## config.mk

```make
export PLATFORM = sky130hd
export DESIGN_NAME = fetch_stage
export DESIGN_NICKNAME = d
export VERILOG_FILES = /design/src/rtl/fetch_stage.sv
export SDC_FILE = /design/constraint.sdc
export NUM_CORES = 1
export LEC_CHECK = 0
export ABC_CLOCK_PERIOD_IN_PS = 3200
export CAP_MARGIN = 15
export CORE_MARGIN = 2
export CORE_UTILIZATION = 35
export DETAILED_ROUTE_END_ITERATION = 10
export GPL_TIMING_DRIVEN = 0
export PLACE_DENSITY = 0.69
export SYNTH_ARGS = -nofsm -noshare
export SYNTH_HDL_FRONTEND = slang
export SYNTH_SLANG_ARGS = --single-unit
```

## constraint.sdc

```tcl
create_clock -name clk -period 3.2 [get_ports clk]
set_input_delay 0.64 -clock clk [delete_from_list [all_inputs] [get_ports clk]]
set_output_delay 0.64 -clock clk [all_outputs]
set_load 0.005 [all_outputs]
```

## src/rtl/fetch_stage.sv

```systemverilog
// Instruction-fetch stage: PC register, redirect/stall handling and the IF/ID
// slot that holds the fetched instruction steady across hazard stalls.
module fetch_stage #(
  parameter logic [31:0] RESET_PC = 32'h0000_0000
) (
  input  logic        clk,
  input  logic        rst_n,
  input  logic        stall,
  input  logic        is_branch,
  input  logic [31:0] branch_target,
  output logic [31:0] imem_addr,
  output logic        imem_en,
  input  logic [31:0] imem_rdata,
  output logic [31:0] id_pc,
  output logic [31:0] id_pc4,
  output logic [31:0] id_inst,
  output logic        id_valid,
  output logic        flush_id
);

  logic [31:0] pc_q;
  logic [31:0] pc_next;
  logic [31:0] hold_inst_q;
  logic        started_q;
  logic        valid_q;
  logic        stall_dly_q;

  always_comb begin
    pc_next = pc_q + 32'd4;
    if (is_branch) begin
      pc_next = {branch_target[31:2], 2'b00};
    end else if (stall || !started_q) begin
      pc_next = pc_q;
    end
  end

  assign imem_addr = pc_next;
  assign imem_en   = is_branch | ~stall;

  always_ff @(posedge clk or negedge rst_n) begin
    if (!rst_n) begin
      pc_q        <= RESET_PC;
      started_q   <= 1'b0;
      valid_q     <= 1'b0;
      stall_dly_q <= 1'b0;
      hold_inst_q <= '0;
    end else begin
      pc_q        <= pc_next;
      started_q   <= 1'b1;
      // The first edge out of reset already latches mem[RESET_PC], so the
      // slot it produces is a real instruction; valid stays set from then on.
      valid_q     <= 1'b1;
      stall_dly_q <= stall & ~is_branch;
      if (stall && !stall_dly_q && !is_branch) begin
        hold_inst_q <= imem_rdata;
      end
    end
  end

  assign id_inst  = stall_dly_q ? hold_inst_q : imem_rdata;
  assign id_pc    = pc_q;
  assign id_pc4   = pc_q + 32'd4;
  assign id_valid = valid_q & ~is_branch;
  assign flush_id = is_branch;

endmodule

```

# Word-level counts from Yosys, hierarchy flattened
# Cells that the tools add are included.
# word_totals
ff_bits	66
in_bits	68
output_inout_bits	131
# op_classes
addsub	1
n_mux	3
bitwise_logic	5
n_reduce_logical	6
# ops
operator	n
32-bit two-way mux	3
32-bit by 3-bit adder with 32-bit output (second input constant)	1
1-bit logical NOT	3
1-bit bitwise AND	2
1-bit logical AND	2
1-bit inverter	2
1-bit logical OR	1
1-bit OR	1

# Longest topological paths before layout
# depth
depth_word	4
mapped_depth	7

# Least setup slack after synthesis
# Ideal clock, no wire load.
# synth_timing
path_type	register to output
startpoint	register pc_q[4], in the netlist id_pc[4]
endpoint	output imem_addr[25]
arrival_time_ns	2.084
required_ns	2.560
slack_ns	0.476
stages_incl_launch_ff	8
path_buffers	3
path_cell_list	dfrtp_1 buf_2 nand4_2 buf_6 or4_1 buf_2 or4_1 a31oi_1
# synth_via
elab_chain_len	3
# synth_rtl
item	line_no	rtl
start: declaration	21	logic [31:0] pc_q;
start signal: assignment	48	pc_q <= pc_next;
32-bit by 3-bit adder with 32-bit output	29	pc_next = pc_q + 32'd4;
32-bit two-way mux	32	end else if (stall || !started_q) begin
32-bit two-way mux	30	if (is_branch) begin
end: declaration	11	output logic [31:0] imem_addr,
# No other way between the ends.

# Final worst setup path
# layout_timing
startpoint	register pc_q[2], in the netlist id_pc[2]
endpoint	output imem_addr[23]
# Same word-level chain as after synthesis.

==> metrics.cfg <==
[sta]
finalClockSkew_ns=0.0115
relSlewSlack_pct=41.3
timing.fmax_ghz=0.313
period_minus_slack_ns=3.20
hold_slack_ns=0.426
rsz0062_at_grt=true
min_period_over_period_pct=99.9
setup_tns_ns=0
hold_violations=0
setup_viol=0
worstMarginPinSlew_ns=0.880
slew_viol_final=0

[yosys]
synth.area.top_cells=dfrtp_1 41%, mux2_2 18%, xnor2_1 5.1%
yosys.area_share.xor_xnor_pct=8.35
synth_compound_area_share_pct=7.13
synth_fp_nets=474
synth_top_family_by_area=simple AND/OR/NAND/NOR gates
synth_cell_type_count=35
synth.avg_cell_area_um2=9.84
synth_simple_gate_area_share_pct=19.8
yosysSeqAreaShare_pct=41.5
yosys_warnings=0
synth_fa_ha_area_share_pct=0.314
syn_inst=405
yosysTopAreaCell=dfrtp_1
yosys.area.top_type_share_pct=41.5
netlist_area_um2=3980
muxShareOfSynthArea_pct=18.3
ys_seq_elements=66

[pwr]
powerDensity_nw_per_um2=416
cellLeakagePower_nw=2.96
total_power_mw=3.04
ir_drop_mv=0.297

[floorplan]
die_w_um=111
die_area_um2=12300
core_region_area_um2=11000
start_util_pct=36.3
std_cell_rows=38
io_pins=199
chipHeight_um=111

[cts]
root_buffer=clkbuf_16
cts.sinks=66
htreeDepth=3
cts_tree=done
clockBufferDepth=2
clk_latency_ns=0.33
clkTransAtPathRegs_ns=0.06
numCtsBuffers=9

[route]
drc=0
drtIter0Drc=162
num_vias=4314
avgViaCountPerCell=5.36
wl_um=14700
wl_per_cell_um=18.2
first_pass_iters=5
ant_nets=0

[final_layout]
nFillCells=890
area_growth_pct=83.1
antenna_cells=0
nNetsFinal=729
finalInstanceArea_um2=7290
fin_cells=805
drive_above_1_share_pct=34.3

[flow_run]
max_cap_violations=0

[critical_path]
path_delay_family=simple AND/OR/NAND/NOR gates
rr_endpoint=id_pc[23]$_DFF_PN0_
rrSetupSlack_ns=0.93
critPathKind=flip-flop to primary output
critPathMostFrequentCell=or4_4
crit_path_cell_trace=buf_4, nand4_2, buf_6, or4_4, or4_4, a31oi_4, buf_2
cp-start-kind=flip-flop
cp.arrival_ns=2.56
cp_data_required_time_ns=2.56
worstPathMaxFanout=8
path_buf_inv=3
r2r_start=id_pc[2]$_DFF_PN0_
end_kind=primary output
r2r_cells=7
slowest_delay_ns=0.57
cp_slowest_cell=or4_4

[grt]
antenna_found_initial=0
grt_max_degree=67
grtUsageTotal_pct=22.3
grt_pass1_wl_um=22000
grt.overflow.total=0
grt_pass1_vias=4229

[placement]
placedCellCount=740
routabilityCongestion=0.853
portBuffers=195
place_hpwl_um=9890
placed_area_um2=6110

[min_path]
hp-class=input port to asynchronous set/reset pin

[status]
status=complete, no violations

==> cells in the mapped netlist <==
cell and instances:
mux2_2 64, a31o_2 4, nand2b_1 2, nor4_1 10, xnor2_1 23, o31ai_1 7, nor3_1 10, clkbuf_1 20
a31oi_1 15, or3_1 7, buf_4 3, nor2b_1 5, clkinv_1 1, buf_2 6, o211ai_1 3, nor2_1 25
buf_1 1, ha_1 1, xor2_1 15, nand2_1 35, or2_2 1, and2_1 4, inv_1 6, or4_1 12
dfrtp_1 66, and3_1 1, nand3_1 16, buf_6 2, nand3_2 1, nand4_2 1, conb_1 1, mux2i_1 1
o21ai_0 16, nand4_1 17, and4_1 3
==> cell usage in the layout, fill, tap and decap left out, types with 6 or more instances in the layout <==
cell and instances:
nor2_1 24, clkbuf_1 12, nor4_4 8, nand2_1 35, buf_6 10, o21ai_0 13
inv_1 6, nand4_1 17, clkdlybuf4s50_1 170, or4_4 8, xnor2_1 23, dfrtp_1 53
buf_4 56, nand3_1 12, dlymetal6s2s_1 11, dfrtp_2 13, clkbuf_16 9, mux2_2 64
a31oi_2 8, xor2_1 15
==> how the worst max path moves through the flow <==
stage                              from                     endpoint  cells past startpoint
floorplan            id_pc[4]$_DFF_PN0_                imem_addr[25]                      7
global placement                  rst_n  hold_inst_q[30]$_DFFE_PN0P_                      1
detailed placement                stall                imem_addr[23]                      7
CTS                  id_pc[4]$_DFF_PN0_                imem_addr[27]                      8
global route        id_pc[10]$_DFF_PN0_                imem_addr[23]                      7
finish               id_pc[2]$_DFF_PN0_                imem_addr[23]                      7
==> power breakdown <==
| group | switching (mW) | total [mW] | internal [mW] | leakage (nW) |
|---|---|---|---|---|
| registers | 0.102 | 1.05 | 0.947 | 0.763 |
| clock network | 0.411 | 1.10 | 0.688 | 0.156 |
| logic | 0.335 | 0.889 | 0.554 | 2.04 |
==> stage by stage <==
step | util (%) | worst slack, ns
after floorplan | - | 0.476
final | 66.4 | 0.00441
after global placement | 55.6 | -0.928
after global routing | 66.4 | -0.0876
after CTS | 63.1 | 0.00119
after detailed placement | 55.6 | -0.659
==> per-layer routing <==
layer	track usage, %	vias up	routed length, µm
met5	0	-	0
met4	7.25	0	279
met3	6.01	24	1170
met2	37.5	208	7280
met1	27.6	2110	5970
li1	-	1972	-
==> layout make-up <==
class	count	area, µm²	area share (%)
Clock buffer	9	225	3.09
Clock inverter	7	98.8	1.36
Sequential cell	66	1670	22.9
Inverter	7	27.5	0.377
Multi-Input combinational cell	300	2560	35.1
Tap cell	140	175	2.40
Buffer	28	193	2.64
Timing Repair Buffer	248	2350	32.2
==> kinds of logic (layout without fill, tap and decap cells) <==
kind of cell,count (synthesis),after routing
and+or+nand+nor,150,150
DFF,66,66
muxes,65,65
AOI/OAI and AO/OA,45,45
buffers and inverters,39,299
xor gates and xnor gates,38,38
adders and majority gates,1,1
other,1,1
==> state kept, by name (all words and copies together) (netlist names) <==
name / count
stall_dly_q: 1
valid_q: 1
id_pc: 32
hold_inst_q: 32
==> what timing repair did <==
action | 4_1_cts | 5_1_grt
hold buffers | 0 | 0
pin swaps | 17 | 19
endpoints found under the setup margin | 47 | 36
gates resized for setup | 107 | 53
endpoints found under the hold margin | 0 | 0
setup buffers | 32 | 22
==> worst reg2reg max path, delay by kind of cell (launching register included) <==
| kind | cells | cell delay [ns] |
|---|---|---|
| buf+inv | 3 | 0.41 |
| flops | 1 | 0.40 |
| simple gates | 3 | 1.21 |
| compound gates | 1 | 0.20 |
No activity file was read; power rests on OpenSTA's default activity.
